===== config.mk =====
export PLATFORM = sky130hd
export DESIGN_NAME = rptr_empty_ctrl
export DESIGN_NICKNAME = d
export VERILOG_FILES = /design/src/rtl/fifo_pkg.sv /design/src/rtl/rptr_empty_ctrl.sv
export SDC_FILE = /design/constraint.sdc
export NUM_CORES = 1
export LEC_CHECK = 0
export BUFFER_PORTS_ARGS = -buffer_cell sky130_fd_sc_hd__buf_2
export CAP_MARGIN = 20
export CORE_MARGIN = 1
export CORE_UTILIZATION = 45
export CTS_BUF_LIST = sky130_fd_sc_hd__clkbuf_16
export CTS_CLUSTER_SIZE = 8
export DETAILED_ROUTE_END_ITERATION = 8
export HOLD_SLACK_MARGIN = 0.15
export PLACE_DENSITY = 0.82
export SLEW_MARGIN = 15
export SYNTH_ARGS = -nofsm -noshare
export SYNTH_HDL_FRONTEND = slang
export SYNTH_SLANG_ARGS = --single-unit

===== constraint.sdc =====
create_clock -name rclk -period 3.1 [get_ports rclk]
set_input_delay 0.31 -clock rclk [delete_from_list [all_inputs] [get_ports rclk]]
set_output_delay 0.31 -clock rclk [all_outputs]
set_load 0.03 [all_outputs]

===== src/rtl/fifo_pkg.sv =====
// Shared async-FIFO definitions: default geometry, Gray/binary conversion and
// reset values used by both the read-side and write-side pointer controllers.
package fifo_pkg;

  localparam int FIFO_ADDRSIZE = 4;
  localparam int CONV_W        = 32;

  localparam logic RST_EMPTY        = 1'b1;
  localparam logic RST_ALMOST_EMPTY = 1'b1;
  localparam logic RST_UNDERFLOW    = 1'b0;

  // Work at a fixed 32-bit width; callers zero-extend and truncate to their pointer width.
  function automatic logic [CONV_W-1:0] bin2gray(input logic [CONV_W-1:0] b);
    return b ^ (b >> 1);
  endfunction

  function automatic logic [CONV_W-1:0] gray2bin(input logic [CONV_W-1:0] g);
    logic [CONV_W-1:0] b;
    b = g;
    for (int i = 1; i < CONV_W; i++) begin
      b = b ^ (g >> i);
    end
    return b;
  endfunction

endpackage


===== src/rtl/rptr_empty_ctrl.sv =====
// Read-side pointer, empty/almost-empty, level and underflow tracking for the
// async FIFO. Everything here lives in the rclk domain and is registered.
module rptr_empty_ctrl
  import fifo_pkg::*;
#(
  parameter int ADDRSIZE  = FIFO_ADDRSIZE,
  parameter int AE_THRESH = 2
) (
  input  logic                rclk,
  input  logic                rst,
  input  logic                rinc,
  input  logic [ADDRSIZE:0]   rq2_wptr,
  input  logic                clr_underflow,
  output logic [ADDRSIZE-1:0] raddr,
  output logic [ADDRSIZE:0]   rptr,
  output logic                rempty,
  output logic                ralmost_empty,
  output logic [ADDRSIZE:0]   rlevel,
  output logic                runderflow
);

  localparam int PW = ADDRSIZE + 1;
  localparam logic [PW-1:0] AE_T = AE_THRESH[PW-1:0];

  logic [PW-1:0] rbin_q, rbin_d;
  logic [PW-1:0] rptr_q, rptr_d;
  logic [PW-1:0] rlevel_q, rlevel_d;
  logic          rempty_q, rempty_d;
  logic          rae_q, rae_d;
  logic          runderflow_q, runderflow_d;
  logic          pop_s;
  logic [PW-1:0] wbin_s;

  assign pop_s  = rinc & ~rempty_q;
  assign wbin_s = PW'(gray2bin(CONV_W'(rq2_wptr)));

  // Next-state for pointers and flags, all derived from the post-pop binary pointer
  always_comb begin
    rbin_d       = rbin_q + {{ADDRSIZE{1'b0}}, pop_s};
    rptr_d       = PW'(bin2gray(CONV_W'(rbin_d)));
    rempty_d     = (rptr_d == rq2_wptr);
    rlevel_d     = wbin_s - rbin_d;
    rae_d        = (rlevel_d <= AE_T);
    runderflow_d = runderflow_q;
    if (rinc && rempty_q) begin
      runderflow_d = 1'b1;
    end else if (clr_underflow) begin
      runderflow_d = 1'b0;
    end else begin
      runderflow_d = runderflow_q;
    end
  end

  // State registers with asynchronous active-high reset
  always_ff @(posedge rclk or posedge rst) begin
    if (rst) begin
      rbin_q       <= '0;
      rptr_q       <= '0;
      rlevel_q     <= '0;
      rempty_q     <= RST_EMPTY;
      rae_q        <= RST_ALMOST_EMPTY;
      runderflow_q <= RST_UNDERFLOW;
    end else begin
      rbin_q       <= rbin_d;
      rptr_q       <= rptr_d;
      rlevel_q     <= rlevel_d;
      rempty_q     <= rempty_d;
      rae_q        <= rae_d;
      runderflow_q <= runderflow_d;
    end
  end

  assign raddr         = rbin_q[ADDRSIZE-1:0];
  assign rptr          = rptr_q;
  assign rempty        = rempty_q;
  assign ralmost_empty = rae_q;
  assign rlevel        = rlevel_q;
  assign runderflow    = runderflow_q;

endmodule

==> flow_metrics.py <==
metrics = {
    "worst_setup_path": {
        "crit_chain": "buf_2, xor3_2, xor2_1, xnor2_1, ha_1, inv_1, fa_1, a31oi_1, xnor2_1, a2111oi_2",
        "path_class": "input port to flop",
        "end_kind": "flop",
        "critPathArrivalTime_ps": 2740,
        "critPathSlowestCell": "xor3_2",
        "crit_path_frequent_cell": "xnor2_1",
        "r2r_slack_ps": 510,
        "path_max_fanout": 3,
        "critPathLaunchType": "input port",
        "max_stage_delay_ps": 470,
        "cp.required_ps": 3230,
    },
    "clocking": {
        "post-cts-setup-buffer-count": 0,
        "ctsHoldBuffers": 0,
        "cts.clk_slew.worst_paths_ps": 50,
        "insertion_delay_ps": 240,
        "cts_tree": "done",
        "post_cts_resized": 0,
        "cts_max_level": 1,
        "clk_path_buf_depth": 2,
        "cts_buffers": 3,
        "clkSinkCount": 17,
        "cts_root_buf": "clkbuf_16",
    },
    "routing": {
        "vias": 612,
        "via_per_inst": 4.857,
        "avgRoutedWirePerCell_um": 13.10,
        "first_pass_iters": 4,
        "detail-route-antenna-nets": 0,
        "first_iter_violations": 6,
        "wl_mm": 1.650,
        "drc": 0,
    },
    "layout": {
        "antennaDiodeCount": 0,
        "area_growth_pct": 24.04,
        "nNetsFinal": 118,
        "layout-drive-gt1-share_pct": 31.68,
    },
    "logic_synthesis": {
        "synth_top_area_share_pct": 40.98,
        "syn_inst": 74,
        "yosysUniqueCellTypes": 22,
        "ys_warn_count": 0,
        "synth_ff_type": "dfrtp_1",
        "syn_nets": 90,
        "synth.yosys.seq_area_share_pct": 46.72,
        "ys_ff_latch": 17,
        "synth-edff-count": 0,
        "syn_area_um2": 915.9,
        "synthTopCellsByArea": "dfrtp_1 (41%), xnor2_1 (14%), ha_1 (8.2%), dfstp_2 (5.7%), xor2_1 (5.7%)",
        "yosysTopAreaCell": "dfrtp_1",
        "synth.avg_cell_area_um2": 12.38,
        "synth-async-reset-ratio_pct": 100.0,
    },
    "global_route": {
        "grt_overflow": 0,
        "grt_pass1_wl_mm": 2.663,
        "antenna_found_initial": 0,
        "grt_pass1_vias": 605,
        "grt_start_max_net_pins": 18,
        "track_usage_pct": 17.67,
    },
    "floorplan": {
        "std_cell_rows": 15,
        "die_h_um": 47.12,
        "dieArea_um2": 2220,
        "initial_core_util_pct": 50.31,
        "io_pins": 26,
        "die_w_um": 47.12,
        "core_region_area_um2": 1821,
    },
    "timing": {
        "clock_skew_ps": 1.243,
        "finalHoldViolCount": 0,
        "finalCritPeriodShare_pct": 84.21,
        "slew_viol_final": 0,
        "period_needed_ps": 2610,
        "fin_tns_setup_ps": 0,
        "setup_viol_count_final": 0,
        "relSlewSlack_pct": 57.25,
        "fmax_ghz": 0.3831,
        "tightest_slew_ps": 640.5,
        "rsz0062_at_grt": "false",
    },
    "place": {
        "dp_hpwl_mm": 1.262,
        "gp_congestion": 0.7846,
        "numPortBuffers": 25,
    },
    "outcome": {
        "outcome": "finished clean",
    },
    "hold_path": {
        "hp-class": "input port to asynchronous set/reset pin",
    },
    "flow_run": {
        "drv_cap": 0,
    },
}
-- path summary, 6_finish.rpt --
path	startpoint	to	cells past startpoint
max in group asynchronous	rst	rlevel[1]	2
worst max register to register	rempty	ralmost_empty	9
worst max-delay path	rq2_wptr[4]	ralmost_empty	10
min in group rclk	clr_underflow	runderflow	2
worst min-delay path	rst	rptr[0]	2
worst min register to register	runderflow	runderflow	2
-- sequential cells by signal (all words and copies together) (netlist names) --
name / count
rempty: 1
rptr: 4
runderflow: 1
rlevel: 5
rbin_q: 5
ralmost_empty: 1
-- stage by stage --
| step | hold WS (ps) | util, % | setup slack (ps) | area (µm²) | cells |
|---|---|---|---|---|---|
| final | 148.3 | 62.41 | 489.5 | 1136 | 126 |
| after floorplan | 234.6 | - | 578.4 | 915.9 | 74 |
| after global routing | 213.5 | 62.41 | 290.8 | 1136 | 126 |
| after detailed placement | 419.7 | 58.08 | 219.6 | 1057 | 122 |
| after global placement | 408.5 | 58.08 | 372.8 | 1057 | 122 |
| after CTS | 162.5 | 62.41 | 451.6 | 1136 | 126 |
-- placed cells by master (no fill, tap or decap), types with 2 or more instances in the layout --
| cell | Yosys | final |
|---|---|---|
| a21o_1 | 2 | 2 |
| nand2_1 | 2 | 2 |
| clkbuf_16 | 0 | 3 |
| xor2_1 | 6 | 6 |
| dfstp_2 | 2 | 2 |
| a21oi_1 | 2 | 2 |
| nor2b_1 | 2 | 2 |
| inv_1 | 8 | 9 |
| nand3_1 | 2 | 2 |
| dfrtp_1 | 15 | 15 |
| buf_2 | 0 | 25 |
| ha_1 | 6 | 6 |
| xnor2_1 | 15 | 15 |
-- worst max-delay path: cells and delay by family --
kind / cells / cell delay [ps]
xor gates and xnor gates: 4 / 1060
AOI/OAI and AO/OA: 2 / 600
buffers and inverters: 2 / 180
adders and majority gates: 2 / 580
-- synth_stat cells, types with 2 or more instances --
master   count
a21o_1       2
xor2_1       6
dfrtp_1     15
a21oi_1      2
buf_4        2
inv_1        8
nand2_1      2
xnor2_1     15
nand3_1      2
nor2b_1      2
ha_1         6
dfstp_2      2
-- routing by layer --
| metal | up-vias | share of wire [%] | GRT usage (%) |
|---|---|---|---|
| met5 | - | 0 | 0 |
| met4 | 0 | 1.3 | 6.857 |
| met3 | 2 | 1.7 | 3.462 |
| met2 | 8 | 54 | 30.83 |
| met1 | 307 | 43 | 21.46 |
| li1 | 295 | - | - |
-- area by class of cell --
type,count,area (µm²)
multi-input combinational,47,442.9
clock buffer,3,75.07
clock inverter,1,3.754
timing repair buffer,25,125.1
fill,149,684.4
tap,25,31.28
inverter,8,30.03
sequential,17,427.9
-- cells by family after synthesis --
logic type	share of synthesized area, %
AOI/OAI and AO/OA	6.557
xor gates and xnor gates	25.41
adders and majority gates	10.38
buffers and inverters	4.918
DFF	46.72
and+or+nand+nor	6.012
Power is left out: the tool's default activity adds up to more than one toggle a clock period on the data nets, which glitch-free logic cannot reach.
